===== config.mk =====
export PLATFORM = sky130hd
export DESIGN_NAME = cmd_fetch_unit
export DESIGN_NICKNAME = d
export VERILOG_FILES = /design/src/rtl/gp_cmd_pkg.sv /design/src/rtl/cmd_fetch_unit.sv
export SDC_FILE = /design/constraint.sdc
export NUM_CORES = 1
export LEC_CHECK = 0
export BUFFER_PORTS_ARGS = -buffer_cell sky130_fd_sc_hd__buf_2
export CORE_MARGIN = 3
export CORE_UTILIZATION = 53
export CTS_BUF_LIST = sky130_fd_sc_hd__clkbuf_8
export DETAILED_ROUTE_END_ITERATION = 10
export PLACE_DENSITY = 0.87
export REMOVE_ABC_BUFFERS = 1
export SYNTH_ARGS = -nofsm -noshare
export SYNTH_HDL_FRONTEND = slang
export SYNTH_SLANG_ARGS = --single-unit

===== constraint.sdc =====
create_clock -name i_clk -period 5 [get_ports i_clk]
set_input_delay 1 -clock i_clk [delete_from_list [all_inputs] [get_ports i_clk]]
set_output_delay 1 -clock i_clk [all_outputs]
set_load 0.01 [all_outputs]

===== src/rtl/gp_cmd_pkg.sv =====
// gp_cmd_pkg: command field layout, opcode/state enums and decode for the GP-engine command fetch path.
package gp_cmd_pkg;
  localparam int OP_MSB     = 63;
  localparam int OP_LSB     = 62;
  localparam int DATA_MSB   = 61;
  localparam int DATA_LSB   = 32;
  localparam int ADDR_MSB   = 31;
  localparam int ADDR_LSB   = 0;
  localparam int CMD_STRIDE = 2;
  typedef enum logic [1:0] {
    OP_NOP   = 2'b00,
    OP_WRITE = 2'b01,
    OP_READ  = 2'b10,
    OP_END   = 2'b11
  } opcode_e;
  typedef enum logic [1:0] {
    S_IDLE,
    S_FETCH,
    S_DISPATCH,
    S_DONE
  } state_e;
  typedef struct packed {
    opcode_e     op;
    logic [29:0] data;
    logic [31:0] addr;
  } cmd_t;
  function automatic cmd_t decode_cmd(input logic [63:0] c);
    cmd_t d;
    d.op   = opcode_e'(c[OP_MSB:OP_LSB]);
    d.data = c[DATA_MSB:DATA_LSB];
    d.addr = c[ADDR_MSB:ADDR_LSB];
    return d;
  endfunction
endpackage


===== src/rtl/cmd_fetch_unit.sv =====
// cmd_fetch_unit: reads 64-bit commands from the command buffer, decodes them and dispatches to the executor.
// Optional exe_ready stall timeout is enabled by defining CMD_FETCH_TIMEOUT_EN.
module cmd_fetch_unit
  import gp_cmd_pkg::*;
#(
  parameter int CMD_WIDTH        = 64,
  parameter int TRANS_ADDR_WIDTH = 8,
  parameter int CNT_WIDTH        = 8,
  parameter int TIMEOUT_CYCLES   = 1024
) (
  input  logic                        i_clk,
  input  logic                        i_rst_n,
  input  logic                        start,
  input  logic [TRANS_ADDR_WIDTH-1:0] start_addr,
  input  logic [CNT_WIDTH-1:0]        cmd_num,
  input  logic                        abort,
  output logic                        cmd_rd_en,
  output logic [TRANS_ADDR_WIDTH-1:0] cmd_addr,
  input  logic                        cmd_rd_valid,
  input  logic [CMD_WIDTH-1:0]        cmd_out,
  output logic                        exe_valid,
  output logic [1:0]                  exe_op,
  output logic [31:0]                 exe_addr,
  output logic [29:0]                 exe_data,
  input  logic                        exe_ready,
  output logic                        busy,
  output logic                        done,
  output logic                        err,
  output logic [CNT_WIDTH-1:0]        exec_cnt
);
  state_e                      r_state, w_next;
  logic [TRANS_ADDR_WIDTH-1:0] r_addr;
  logic [CNT_WIDTH-1:0]        r_cnt, r_num, w_cnt_inc;
  cmd_t                        r_cmd, w_dec;
  logic                        r_rd_en, r_exe_valid, r_done, r_err;
  logic                        w_start_ok, w_start_bad, w_cap, w_hs, w_last, w_to;
  assign w_dec       = decode_cmd(cmd_out);
  assign w_start_ok  = r_state == S_IDLE && start && !start_addr[0];
  assign w_start_bad = r_state == S_IDLE && start && start_addr[0];
  assign w_cap       = r_state == S_FETCH && r_rd_en && cmd_rd_valid;
  assign w_hs        = r_state == S_DISPATCH && r_exe_valid && exe_ready;
  assign w_cnt_inc   = r_cnt + 1'b1;
  assign w_last      = (r_num == '0) ? (w_cnt_inc == CNT_WIDTH'(128)) : (w_cnt_inc == r_num);
`ifdef CMD_FETCH_TIMEOUT_EN
  localparam int TO_W = $clog2(TIMEOUT_CYCLES + 1);
  logic [TO_W-1:0] r_to;
  logic            w_stall;
  assign w_stall = r_state == S_DISPATCH && r_exe_valid && !exe_ready;
  assign w_to    = w_stall && r_to == TO_W'(TIMEOUT_CYCLES - 1);
  always_ff @(posedge i_clk or negedge i_rst_n)
    if (!i_rst_n) r_to <= '0;
    else r_to <= w_stall ? r_to + 1'b1 : '0;
`else
  logic w_unused_timeout;
  assign w_unused_timeout = TIMEOUT_CYCLES == 0;
  assign w_to             = 1'b0;
`endif
  always_comb begin
    w_next = r_state;
    unique case (r_state)
      S_IDLE:     w_next = w_start_ok ? S_FETCH : S_IDLE;
      S_FETCH:    if (w_cap) w_next = (w_dec.op == OP_END) ? S_DONE : (w_dec.op == OP_NOP) ? S_FETCH : S_DISPATCH;
      S_DISPATCH: w_next = w_hs ? (w_last ? S_DONE : S_FETCH) : (w_to ? S_DONE : S_DISPATCH);
      default:    w_next = S_IDLE;
    endcase
    if (abort && r_state inside {S_FETCH, S_DISPATCH}) w_next = S_DONE;
  end
  // read enable drops for one cycle after every capture so the buffer's
  // answer to the still-high request is never taken as the next command
  always_ff @(posedge i_clk or negedge i_rst_n)
    if (!i_rst_n) begin
      r_state     <= S_IDLE;
      r_rd_en     <= 1'b0;
      r_exe_valid <= 1'b0;
      r_done      <= 1'b0;
      r_err       <= 1'b0;
      r_addr      <= '0;
      r_cnt       <= '0;
      r_num       <= '0;
      r_cmd       <= '0;
    end else begin
      r_state     <= w_next;
      r_rd_en     <= w_next == S_FETCH && !w_cap;
      r_exe_valid <= w_next == S_DISPATCH;
      r_done      <= w_next == S_DONE || w_start_bad;
      if (w_start_bad || w_to) r_err <= 1'b1;
      else if (w_start_ok) r_err <= 1'b0;
      if (w_start_ok) begin
        r_addr <= start_addr;
        r_num  <= cmd_num;
        r_cnt  <= '0;
      end
      if (w_cap) r_cmd <= w_dec;
      if ((w_cap && w_dec.op == OP_NOP) || w_hs) r_addr <= r_addr + TRANS_ADDR_WIDTH'(CMD_STRIDE);
      if (w_hs) r_cnt <= w_cnt_inc;
    end
  assign cmd_rd_en = r_rd_en;
  assign cmd_addr  = r_addr;
  assign exe_valid = r_exe_valid;
  assign exe_op    = r_cmd.op;
  assign exe_addr  = r_cmd.addr;
  assign exe_data  = r_cmd.data;
  assign busy      = r_state == S_FETCH || r_state == S_DISPATCH;
  assign done      = r_done;
  assign err       = r_err;
  assign exec_cnt  = r_cnt;
endmodule


==> results of run 1 <==
## power by group through the flow
stage | sequential [W] | clock (W) | combinational, W
6_report | 0.00124 | 0.000550 | 0.00104
5_1_grt | 0.00128 | 0.000591 | 0.00114
4_1_cts | 0.00124 | 0.000556 | 0.00105
3_5_place_dp | 0.00125 | 0 | 0.00106
3_3_place_gp | 0.00124 | 0 | 0.00101
2_1_floorplan | 0.00135 | 0 | 0.000497
## synth_stat cells
cell | instances | area [µm²]
sky130_fd_sc_hd__dfrtp_1 | 94 | 2352
sky130_fd_sc_hd__mux2_2 | 62 | 698.2
sky130_fd_sc_hd__nand2_1 | 45 | 168.9
sky130_fd_sc_hd__o21ai_0 | 13 | 65.06
sky130_fd_sc_hd__nand3_1 | 12 | 60.06
sky130_fd_sc_hd__nor2_1 | 9 | 33.78
sky130_fd_sc_hd__ha_1 | 7 | 87.58
sky130_fd_sc_hd__a21oi_1 | 6 | 30.03
sky130_fd_sc_hd__inv_1 | 6 | 22.52
sky130_fd_sc_hd__o211ai_1 | 6 | 45.04
sky130_fd_sc_hd__xnor2_1 | 6 | 52.55
sky130_fd_sc_hd__nand4_1 | 5 | 31.28
sky130_fd_sc_hd__and2_1 | 4 | 25.02
sky130_fd_sc_hd__buf_1 | 4 | 15.01
sky130_fd_sc_hd__buf_2 | 4 | 20.02
sky130_fd_sc_hd__a21o_1 | 3 | 22.52
sky130_fd_sc_hd__a22o_1 | 3 | 26.28
sky130_fd_sc_hd__and3_1 | 3 | 18.77
sky130_fd_sc_hd__clkbuf_1 | 3 | 11.26
sky130_fd_sc_hd__nor2b_1 | 3 | 18.77
sky130_fd_sc_hd__xor2_1 | 3 | 26.28
sky130_fd_sc_hd__a211oi_1 | 2 | 15.01
sky130_fd_sc_hd__and3_2 | 2 | 15.01
sky130_fd_sc_hd__mux2i_1 | 2 | 20.02
sky130_fd_sc_hd__nand2b_1 | 2 | 12.51
sky130_fd_sc_hd__nand3b_1 | 2 | 15.01
sky130_fd_sc_hd__nor4_1 | 2 | 12.51
sky130_fd_sc_hd__o311ai_0 | 2 | 17.52
sky130_fd_sc_hd__or2_2 | 2 | 12.51
sky130_fd_sc_hd__a221oi_2 | 1 | 15.01
sky130_fd_sc_hd__a32oi_1 | 1 | 8.760
sky130_fd_sc_hd__and4_1 | 1 | 8.760
sky130_fd_sc_hd__buf_6 | 1 | 11.26
sky130_fd_sc_hd__nor2_2 | 1 | 6.260
sky130_fd_sc_hd__nor4_2 | 1 | 12.51
sky130_fd_sc_hd__o211a_1 | 1 | 10.01
sky130_fd_sc_hd__o21a_1 | 1 | 7.510
sky130_fd_sc_hd__o21bai_1 | 1 | 7.510
sky130_fd_sc_hd__o22ai_1 | 1 | 6.260
sky130_fd_sc_hd__o31ai_1 | 1 | 7.510
sky130_fd_sc_hd__o32ai_1 | 1 | 8.760
sky130_fd_sc_hd__or2b_2 | 1 | 8.760
## worst register-to-register path, cell delays in order, from the launching register on
cell and delay [ps]:
sky130_fd_sc_hd__dfrtp_1 420, sky130_fd_sc_hd__inv_1 110, sky130_fd_sc_hd__ha_1 230, sky130_fd_sc_hd__nand3_1 370
sky130_fd_sc_hd__and2_1 390, sky130_fd_sc_hd__a21oi_1 270, sky130_fd_sc_hd__and4_1 240, sky130_fd_sc_hd__o21a_1 110
## logic make-up (layout without fill, tap and decap cells)
family	count (synthesis)	after routing	synth area share [%]
buffers and inverters	18	193	1.967
flip-flops	94	94	57.79
multiplexers	64	64	17.65
adder cells (fa/ha/maj)	7	7	2.152
AND/OR/NAND/NOR	95	95	11.31
AO/OA/AOI/OAI	43	43	7.194
XOR/XNOR	9	9	1.937
## per-stage QoR
stage	instance area (µm²)	utilization (%)	hold WS, ps
CTS	5230	70.97	489.7
floorplan	4013	-	483.3
global route	5230	70.97	514.4
global placement	5010	67.98	458.3
detailed placement	5010	67.98	468.0
finish	5230	70.97	487.2
## path summary, 6_finish.rpt
kind / startpoint / to / slack [ps] / cells after the start
max: r_state[0] / busy / 2670 / 3
min: cmd_addr[0] / cmd_addr[0] / 490 / 1
max reg2reg: r_state[0] / cmd_rd_en / 2810 / 7
min reg2reg: cmd_addr[0] / cmd_addr[0] / 490 / 1
max in group asynchronous: i_rst_n / exe_addr[19] / 3390 / 2
min in group asynchronous: i_rst_n / exec_cnt[7] / 640 / 1
## flip-flops by register name, indices dropped and copies added (netlist names), 2 cells and up
name / count
exe_addr: 32
exe_data: 30
cmd_addr: 8
exec_cnt: 8
r_num: 8
exe_op: 2
r_state: 2
## metal layers
metal	vias up	GRT usage (%)	routed length, µm
met5	-	0	0
met4	0	6.859	106
met3	10	4.827	728
met2	145	37.46	4667
met1	1515	27.16	3913
li1	1503	-	-
## final cells by class
class | instances | area (µm²)
clock buffers | 9 | 123.9
repair buffers | 171 | 860.8
fillers | 555 | 2140
clock inverters | 7 | 96.34
flip-flops and latches | 94 | 2352
well taps | 99 | 123.9
inverters | 6 | 22.52
multi-input cells | 218 | 1650
==> reports/results.env, run 1 <==
H-TREE-DEPTH=3
DRT_DRC_VIOLATIONS_LEFT=0
CRIT_REQUIRED_PS=4000
HOLD_VIOL_FINAL=0
SYNTH_SEQ_CELLS=94
PLACE_WS_PS=2413
TRITONCTS='yes'
GLOBAL_ROUTE_WIRE_LENGTH_BEFORE_REPAIR_UM=14960
PLACEABLECOREAREA_UM2=7370
ACHIEVABLE-FREQUENCY_GHz=0.4286
CTS_RESIZED=0
SYN2LAYOUT_AREA_GROWTH_PCT=28.50
DR.PASS1.ITERS=4
MOST_COMMON_LIBRARY_CELL_IN_THE_LAYOUT_IGNORING_FILL_AND_TAPS='sky130_fd_sc_hd__buf_2'
PLACEDCELLCOUNT=588
SW_FRAC_OF_TOTAL_PCT=34.88
PLACE.PORT_BUFFERS=170
GRT-OVFL-TOTAL=0
SETUP.WORST_PATH.CLASS='reg2out'
CTS.SINKS=94
DETAILED_PLACE_HPWL_UM=7336
CLOCK_TREE_ROOT_BUFFER_CELL='sky130_fd_sc_hd__clkbuf_8'
VIA_CELL_RATIO=5.253
SETUP_VIOL=0
CATEGORY_OF_THE_WORST_SETUP_PATH_LAUNCH_POINT='flip-flop'
CELL_INTERNAL_PWR_W=0.001845
SHORTEST_CLOCK_PERIOD_THE_WORST_PATH_ALLOWS_AFTER_LAYOUT_PS=2333
MAX_STAGE_DELAY_PS=410
SWITCHING_POWER_W=0.0009882
DR_TOTAL_VIAS=3173
DIE_W_UM=93.63
OUTCOME='completed'
DESIGN.DIE.AREA_UM2=8767
CP.ARRIVAL_PS=1330
PWR_DENSITY_CELL_nW_PER_UM2=541.7
FINAL_CELL_MIX='sky130_fd_sc_hd__buf_2, sky130_fd_sc_hd__dfrtp_1, sky130_fd_sc_hd__mux2_2'
PATH_DELAY_FAMILY='flip-flops'
POST_SYNTH_NUM_CELL_TYPES=42
ANT_NETS=0
ANTENNA_CELLS=0
GRT_UTIL_ALL_LAYERS_PCT=21.68
DRT-WIRELENGTH-PER-CELL_UM=15.59
CTS_HOLD_BUF=0
IOS=171
ENDPOINT_KIND='output pin'
GRT_MAX_DEGREE=68
GRT_ANTENNA_BEFORE_REPAIR=0
DETAIL_ROUTE.ITER0.VIOLATIONS=70
ROWS=31
POST_SYNTH_INSTANCE_AREA_UM2=4070
WORST_CLOCK_SKEW_PS=11.13
FIRST_GLOBAL_VIAS=3185
TIMING.CRITICAL_PATH.BUF_INV=2
TIMING_WORST_SLEW_PIN_VALUE_PS=870.2
POSTSYNTHAREAPERCELL_UM2=12.33
CRIT_CHAIN='inv_1, ha_1, buf_2'
MAX-SLEW-MARGIN-REL_PCT=41.99
REPORT.FINAL.SLEW_VIOL_COUNT=0
DIE_SPAN_IN_Y_UM=93.63
DRT-TOTAL-WL_UM=9417
CTS_SETUP_BUFFERS=0
POWER_LEAKAGE_nW=2.911
YOSYS_WARNING_COUNT=0
FINALNONFILLERCELLS=604
CRITICAL_PATH_PEAK_FANOUT=4
CRITICAL_PATH_CELL_WITH_THE_HIGHEST_STAGE_DELAY='sky130_fd_sc_hd__dfrtp_1'
MAX_CAPACITANCE_VIOLATION_TOTAL=0
VDD.IR_DROP.WORST_mV=0.3240
POST_ROUTE_CELLS_DRIVE_ABOVE_1_SHARE_PCT=50.89
SHARE_SEQ_OF_TOTAL_POWER_PCT=43.9
MIN-DELAY-PATH-CLASS='reg2reg'
NETS=593
GLOBALPLACE.CONGESTION=0.8786
SETUP-TNS-FINAL_PS=0
CLK_TRANSITION_REPORTED_PATHS_PS=90
POWER.SHARE.COMBINATIONAL_PCT=36.7
POST-ROUTE-WORST-SETUP-SLACK_PS=2667
TRITONCTS.NUM_BUFFERS=9
POST_SYNTH_INST_COUNT=330
CLOCK_POWER_SHARE_PCT=19.4
FRACTION_OF_THE_YOSYS_AREA_TAKEN_BY_SEQUENTIAL_CELLS_PCT=57.79
FINAL_MIN_PERIOD_OVER_CLOCK_PERIOD_PCT=46.66
CLOCK_TREE.BUFFER_DEPTH=2
CLK_LATENCY_PS=360
INITIAL_CORE_UTIL_PCT=55.23
P_TOTAL_W=0.002833
RSZ0062_AT_GRT='no'
Note: power is estimated with default switching activity, not from simulation.
==> run 2, diff against run 1 <==
--- a/config.mk
+++ b/config.mk
@@ -7,10 +7,10 @@
 export LEC_CHECK = 0
 export BUFFER_PORTS_ARGS = -buffer_cell sky130_fd_sc_hd__buf_2
 export CORE_MARGIN = 3
-export CORE_UTILIZATION = 53
+export CORE_UTILIZATION = 50
 export CTS_BUF_LIST = sky130_fd_sc_hd__clkbuf_8
 export DETAILED_ROUTE_END_ITERATION = 10
-export PLACE_DENSITY = 0.87
+export PLACE_DENSITY = 0.83
 export REMOVE_ABC_BUFFERS = 1
 export SYNTH_ARGS = -nofsm -noshare
 export SYNTH_HDL_FRONTEND = slang
==> constraint.sdc (replaced) <==
create_clock -name i_clk -period 2.4 [get_ports i_clk]
set_input_delay 0.48 -clock i_clk [delete_from_list [all_inputs] [get_ports i_clk]]
set_output_delay 0.48 -clock i_clk [all_outputs]
set_load 0.01 [all_outputs]
==> reports/results.env, run 2 (synthesis gave the netlist of run 1 again) <==
OUTCOME='completed'  # unchanged
DETAILED_PLACE_HPWL_UM=7562  # was 7336 µm
CTS_SETUP_BUFFERS=0  # unchanged
CTS_HOLD_BUF=0  # unchanged
POST-ROUTE-WORST-SETUP-SLACK_PS=500.4  # was 2667 ps
CTS_RESIZED=0  # unchanged
CATEGORY_OF_THE_WORST_SETUP_PATH_LAUNCH_POINT='flip-flop'  # unchanged
DIE_SPAN_IN_Y_UM=96.23  # was 93.63 µm
MAX_CAPACITANCE_VIOLATION_TOTAL=0  # unchanged
GRT_UTIL_ALL_LAYERS_PCT=20.61  # was 21.68%
SYN2LAYOUT_AREA_GROWTH_PCT=29.94  # was 28.50%
FF2FF_SETUP_SLACK_PS=500  # was 2810 ps
ENDPOINT_KIND='flip-flop'  # was output pin
VDD.IR_DROP.WORST_mV=0.5191  # was 0.3240 mV
P_TOTAL_W=0.005970  # was 0.002833 W
GLOBAL_ROUTE_WIRE_LENGTH_BEFORE_REPAIR_UM=14590  # was 14960 µm
IOS=171  # unchanged
NETS=597  # was 593
POST_ROUTE_CELLS_DRIVE_ABOVE_1_SHARE_PCT=51.47  # was 50.89%
FILLERS=598  # was 555
ANT_NETS=0  # unchanged
DIE_W_UM=96.23  # was 93.63 µm
INITIAL_CORE_UTIL_PCT=52.13  # was 55.23%
SETUP-TNS-FINAL_PS=0  # unchanged
H-TREE-DEPTH=3  # unchanged
REPORT.FINAL.SLEW_VIOL_COUNT=0  # unchanged
CLK_LATENCY_PS=370  # was 360 ps
DRT_DRC_VIOLATIONS_LEFT=0  # unchanged
SETUP.WORST_PATH.CLASS='reg2reg'  # was reg2out
GRT-OVFL-TOTAL=0  # unchanged
PLACE.PORT_BUFFERS=170  # unchanged
CRITICAL_PATH.REG2REG.STARTPOINT='r_state[0]'  # unchanged
FINALNONFILLERCELLS=611  # was 604
CRITICAL_PATH_CELL_WITH_THE_HIGHEST_STAGE_DELAY='sky130_fd_sc_hd__dfrtp_1'  # unchanged
WORST-R2R-CELL-COUNT=7  # unchanged
CRITICAL_PATH_PEAK_FANOUT=7  # was 4
RR_ENDPOINT='cmd_rd_en'  # unchanged
LAYOUT.AREA.SEQ_UM2=2352  # unchanged
MOST_COMMON_LIBRARY_CELL_IN_THE_LAYOUT_IGNORING_FILL_AND_TAPS='sky130_fd_sc_hd__buf_2'  # unchanged
TIMING_WORST_SLEW_PIN_VALUE_PS=513.5  # was 870.2 ps
MAX_STAGE_DELAY_PS=430  # was 410 ps
VIA_CELL_RATIO=5.160  # was 5.253
TRITONCTS.NUM_BUFFERS=9  # unchanged
POWER_LEAKAGE_nW=2.940  # was 2.911 nW
WORST_CLOCK_SKEW_PS=19.83  # was 11.13 ps
GRT_MAX_DEGREE=95  # was 68
FINAL_MIN_PERIOD_OVER_CLOCK_PERIOD_PCT=79.15
CRIT_REQUIRED_PS=2690  # was 4000 ps
ANTENNA_CELLS=0  # unchanged
DR_TOTAL_VIAS=3153  # was 3173
PLACE_WS_PS=433.9  # was 2413 ps
TRITONCTS='yes'  # unchanged
CLK_TRANSITION_REPORTED_PATHS_PS=110  # was 90 ps
CLOCK_TREE_ROOT_BUFFER_CELL='sky130_fd_sc_hd__clkbuf_8'  # unchanged
CLOCK_TREE.BUFFER_DEPTH=2  # unchanged
ACHIEVABLE-FREQUENCY_GHz=0.5264
CP.ARRIVAL_PS=2190  # was 1330 ps
CRIT_CHAIN='inv_1, ha_1, nand3_1, and2_1, a21oi_1, and4_1, o21a_1'  # was inv_1, ha_1, buf_2
DR.PASS1.ITERS=4  # unchanged
SHORTEST_CLOCK_PERIOD_THE_WORST_PATH_ALLOWS_AFTER_LAYOUT_PS=1900
GRT_ANTENNA_BEFORE_REPAIR=0  # unchanged
GLOBALPLACE.CONGESTION=0.8152  # was 0.8786
FINAL_CELL_MIX='sky130_fd_sc_hd__buf_2, sky130_fd_sc_hd__dfrtp_1, sky130_fd_sc_hd__mux2_2'  # unchanged
MULTIINPUTGATEAREA_UM2=1643  # was 1650 µm²
MIN-DELAY-PATH-CLASS='in2async'  # was reg2reg
CTS.SINKS=94  # unchanged
HOLD_VIOL_FINAL=0  # unchanged
SETUP_VIOL=0  # unchanged
DRT-TOTAL-WL_UM=9900  # was 9417 µm
PLACEABLECOREAREA_UM2=7807  # was 7370 µm²
DETAIL_ROUTE.ITER0.VIOLATIONS=98  # was 70
DRT-WIRELENGTH-PER-CELL_UM=16.20  # was 15.59 µm
ROWS=32  # was 31
LARGEST_REGISTER_FFS=32  # unchanged
FIRST_GLOBAL_VIAS=3097  # was 3185
DESIGN.DIE.AREA_UM2=9259  # was 8767 µm²
MAX-SLEW-MARGIN-REL_PCT=65.77  # was 41.99%
PLACEDCELLCOUNT=595  # was 588
PWR_DENSITY_CELL_nW_PER_UM2=1129  # was 541.7 nW/µm²
RSZ0062_AT_GRT='no'  # unchanged
-- run 2: stage by stage --
step | cell area [µm²] | utilization [%] | hold WS, ps
global route | 5289 | 67.74 | 178.0
floorplan | 4013 | - | 184.4
CTS | 5289 | 67.74 | 170.9
global placement | 5061 | 64.82 | 460.3
finish | 5289 | 67.74 | 123.3
detailed placement | 5061 | 64.82 | 466.4
-- run 2: how the worst max path moves through the flow --
| stage | startpoint | to | slack [ps] | cells past startpoint |
|---|---|---|---|---|
| 2_1_floorplan | r_state[1] | cmd_rd_en | -770 | 5 |
| 3_3_place_gp | cmd_out[62] | cmd_addr[6] | 520 | 8 |
| 3_5_place_dp | cmd_out[63] | cmd_addr[6] | 430 | 7 |
| 4_1_cts | r_state[0] | cmd_rd_en | 520 | 7 |
| 5_1_grt | r_state[0] | cmd_rd_en | 330 | 7 |
| 6_report | r_state[0] | cmd_rd_en | 500 | 7 |
-- run 2: per-layer routing --
layer  vias to the layer above  global-route usage (%)  share of wire [%]
met2                       106                   36.46                 51
met4                         0                   5.806                1.0
met1                      1524                   24.34                 39
li1                       1513                       -                  -
met3                        10                   5.864                8.8
met5                         -                       0                  0
-- run 2: critical path, delay by kind of cell, from the launching register on --
kind / cells / cell delay, ps
AOI/OAI and AO/OA: 2 / 380
DFF: 1 / 430
buffers and inverters: 1 / 110
adders and majority gates: 1 / 220
and+or+nand+nor: 3 / 700
-- run 2: final cells by class --
cell class              count  share of cell area (%)
clock buffers               9                   2.342
inverters                   6                  0.4258
multi-input cells         218                   31.06
clock inverters             7                   1.964
flip-flops and latches     94                   44.48
well taps                 102                   2.413
repair buffers            175                   17.32
-- run 2: where the power goes --
part	switching [W]	leakage (nW)	internal, W
Sequential	0.000395	1.24	0.00218
Clock	0.000587	0.108	0.000601
Combinational	0.00112	1.59	0.00108
Total	0.00210	2.94	0.00387
==> run 3, diff against run 2 <==
==> constraint.sdc (replaced) <==
create_clock -name i_clk -period 1.8 [get_ports i_clk]
set_input_delay 0.36 -clock i_clk [delete_from_list [all_inputs] [get_ports i_clk]]
set_output_delay 0.36 -clock i_clk [all_outputs]
set_load 0.01 [all_outputs]
==> reports/results.env, run 3 (synthesis gave the netlist of run 1 again) <==
CLK_TRANSITION_REPORTED_PATHS_PS=100  # was 110 ps
REPORT.FINAL.SLEW_VIOL_COUNT=0  # unchanged
WORST_CLOCK_SKEW_PS=9.341  # was 19.83 ps
H-TREE-DEPTH=3  # unchanged
CLOCK_TREE_ROOT_BUFFER_CELL='sky130_fd_sc_hd__clkbuf_8'  # unchanged
PWR_DENSITY_CELL_nW_PER_UM2=1461  # was 1129 nW/µm²
ANT_NETS=0  # unchanged
IOS=171  # unchanged
MIN-DELAY-PATH-CLASS='in2reg'  # was in2async
SHARE_SEQ_OF_TOTAL_POWER_PCT=44.1  # was 43.2%
FINAL_MIN_PERIOD_OVER_CLOCK_PERIOD_PCT=97.53  # was 79.15%
MET2_ROUTING_RESOURCE_USAGE_AFTER_GLOBAL_ROUTING_PCT=39.16  # was 36.46%
DR_TOTAL_VIAS=3226  # was 3153
NETS=609  # was 597
CLOCK_POWER_SHARE_PCT=16.4  # was 19.9%
ANTENNA_CELLS=0  # unchanged
SWITCHING_POWER_W=0.002877  # was 0.002102 W
TIMING.CRITICAL_PATH.BUF_INV=2  # was 1
FINALNONFILLERCELLS=623  # was 611
FIRST_GLOBAL_VIAS=3250  # was 3097
INITIAL_CORE_UTIL_PCT=52.13  # unchanged
ENDPOINT_KIND='flip-flop'  # unchanged
GLOBAL_ROUTE_LAYER_WITH_THE_GREATEST_USAGE='met2'  # unchanged
CLK_LATENCY_PS=360  # was 370 ps
TRITONCTS.NUM_BUFFERS=9  # unchanged
CRIT_CHAIN='inv_1, ha_4, nand4_1, nand2_2, buf_4, nand3_1, o211ai_1, o311ai_0'  # was inv_1, ha_1, nand3_1, and2_1, a21oi_1, and4_1, o21a_1
DETAIL_ROUTE.ITER0.VIOLATIONS=123  # was 98
DIE_W_UM=96.23  # unchanged
GROUTE.LAYER.MET1.USAGE_PCT=25.75  # was 24.34%
GLOBAL_ROUTE_WIRE_LENGTH_BEFORE_REPAIR_UM=15660  # was 14590 µm
CATEGORY_OF_THE_WORST_SETUP_PATH_LAUNCH_POINT='flip-flop'  # unchanged
DETAILED_PLACE_HPWL_UM=8100  # was 7562 µm
CRITICAL_PATH_CELL_WITH_THE_HIGHEST_STAGE_DELAY='sky130_fd_sc_hd__dfrtp_2'  # was sky130_fd_sc_hd__dfrtp_1
DESIGN.DIE.AREA_UM2=9259  # unchanged
DR.PASS1.ITERS=4  # unchanged
SETUP_VIOL=0  # unchanged
SYN2LAYOUT_AREA_GROWTH_PCT=32.92  # was 29.94%
GLOBALPLACE.CONGESTION=0.8134  # was 0.8152
GR-USAGE-MET3_PCT=5.786  # was 5.864%
DIE_SPAN_IN_Y_UM=96.23  # unchanged
PLACEABLECOREAREA_UM2=7807  # unchanged
OUTCOME='completed'  # unchanged
VDD.IR_DROP.WORST_mV=0.7499  # was 0.5191 mV
GRT_MAX_DEGREE=48  # was 95
CP.ARRIVAL_PS=1990  # was 2190 ps
CELL_INTERNAL_PWR_W=0.005026  # was 0.003867 W
VIA_CELL_RATIO=5.178  # was 5.160
POST_ROUTE_CELLS_DRIVE_ABOVE_1_SHARE_PCT=54.89  # was 51.47%
CRIT_REQUIRED_PS=2030  # was 2690 ps
GRT-OVFL-TOTAL=0  # unchanged
MAX-SLEW-MARGIN-REL_PCT=67.43  # was 65.77%
MAX_STAGE_DELAY_PS=440  # was 430 ps
SETUP-TNS-FINAL_PS=0  # unchanged
PATH_DELAY_FAMILY='flip-flops'  # was simple AND/OR/NAND/NOR gates
CTS.SINKS=94  # unchanged
HOLD_VIOL_FINAL=0  # unchanged
MOST_COMMON_LIBRARY_CELL_IN_THE_LAYOUT_IGNORING_FILL_AND_TAPS='sky130_fd_sc_hd__buf_2'  # unchanged
ACHIEVABLE-FREQUENCY_GHz=0.5696  # was 0.5264 GHz
FF2FF_SETUP_SLACK_PS=40  # was 500 ps
PLACE.PORT_BUFFERS=170  # unchanged
MAX_CAPACITANCE_VIOLATION_TOTAL=0  # unchanged
GRT_UTIL_ALL_LAYERS_PCT=22.20  # was 20.61%
SW_FRAC_OF_TOTAL_PCT=36.41  # was 35.22%
DRT-WIRELENGTH-PER-CELL_UM=16.96  # was 16.20 µm
CRITICAL_PATH_PEAK_FANOUT=5  # was 7
SHORTEST_CLOCK_PERIOD_THE_WORST_PATH_ALLOWS_AFTER_LAYOUT_PS=1756  # was 1900 ps
LARGEST_REGISTER_FFS=32  # unchanged
SETUP.WORST_PATH.CLASS='reg2reg'  # unchanged
DRT_DRC_VIOLATIONS_LEFT=0  # unchanged
POWER.SHARE.COMBINATIONAL_PCT=39.5  # was 36.9%
POWER_LEAKAGE_nW=2.983  # was 2.940 nW
PLACEDCELLCOUNT=600  # was 595
DRT-TOTAL-WL_UM=10560  # was 9900 µm
TRITONCTS='yes'  # unchanged
GRT_ANTENNA_BEFORE_REPAIR=0  # unchanged
FINAL_CELL_MIX='sky130_fd_sc_hd__buf_2, sky130_fd_sc_hd__dfrtp_1, sky130_fd_sc_hd__mux2_2'  # unchanged
ROWS=32  # unchanged
P_TOTAL_W=0.007904  # was 0.005970 W
POSTLAYOUTCOREUTIL_PCT=69.29  # was 67.74%
TIMING_WORST_SLEW_PIN_VALUE_PS=488.6  # was 513.5 ps
CLOCK_TREE.BUFFER_DEPTH=2  # unchanged
## run 3: cell count changes in the layout (fill, tap and decap cells not counted), moves of 3 or more
cell	change
sky130_fd_sc_hd__dfrtp_1	-4
sky130_fd_sc_hd__ha_1	-4
sky130_fd_sc_hd__ha_4	+3
sky130_fd_sc_hd__buf_4	+10
sky130_fd_sc_hd__dfrtp_2	+4
## run 3: final cells by class
class,count,area (µm²)
Fill cell,579,2397
Tap cell,102,127.6
Clock buffer,10,137.6
Multi-Input combinational cell,218,1700
Clock inverter,6,43.79
Inverter,6,22.52
Timing Repair Buffer,187,1021
Sequential cell,94,2357
## run 3: routing by layer
layer	part of all wire (%)	vias up	routed length, µm
li1	-	1539	-
met1	39	1528	4087
met2	50	135	5309
met3	8.9	24	938
met4	2.2	0	228
met5	0	-	0
## run 3: per-stage QoR
step | instance area [µm²] | worst slack (ps) | hold slack (ps)
4_1_cts | 5313 | -5.524 | 172.5
3_5_place_dp | 5111 | -88.82 | 354.4
3_3_place_gp | 5111 | 69.79 | 352.6
6_report | 5410 | 44.38 | 185.8
5_1_grt | 5410 | -29.81 | 187.2
2_1_floorplan | 4013 | -1371 | 64.41
## run 3: worst register-to-register path: cells and delay by family (launching register included)
kind | cells | cell delay (ps)
adder cells (fa/ha/maj) | 1 | 170
buffers and inverters | 2 | 270
AND/OR/NAND/NOR | 3 | 430
AO/OA/AOI/OAI | 2 | 330
flip-flops | 1 | 440
## run 3: power by group through the flow
| stage | Sequential [W] | Combinational [W] | Clock, W |
|---|---|---|---|
| 2_1_floorplan | 0.00376 | 0.00138 | 0 |
| 4_1_cts | 0.00345 | 0.00303 | 0.00132 |
| 5_1_grt | 0.00359 | 0.00344 | 0.00141 |
| 6_report | 0.00348 | 0.00312 | 0.00130 |
| 3_5_place_dp | 0.00350 | 0.00303 | 0 |
| 3_3_place_gp | 0.00342 | 0.00291 | 0 |
## run 3: path summary, 6_finish.rpt
kind,start,endpoint,depth (start not counted)
max,r_state[1],cmd_addr[7],8
min,cmd_num[6],r_num[6],3
max reg2reg,r_state[1],cmd_addr[7],8
min reg2reg,cmd_addr[0],cmd_addr[0],1
max in group asynchronous,i_rst_n,exec_cnt[1],3
min in group asynchronous,i_rst_n,exe_data[22],2
## run 3: timing repair
item,in CTS,in global routing
setup endpoints to repair,1,7
buffers inserted,1,5
pin swaps,1,7
hold endpoints to repair,36,0
hold buffers,1,0
gates resized for setup,1,16
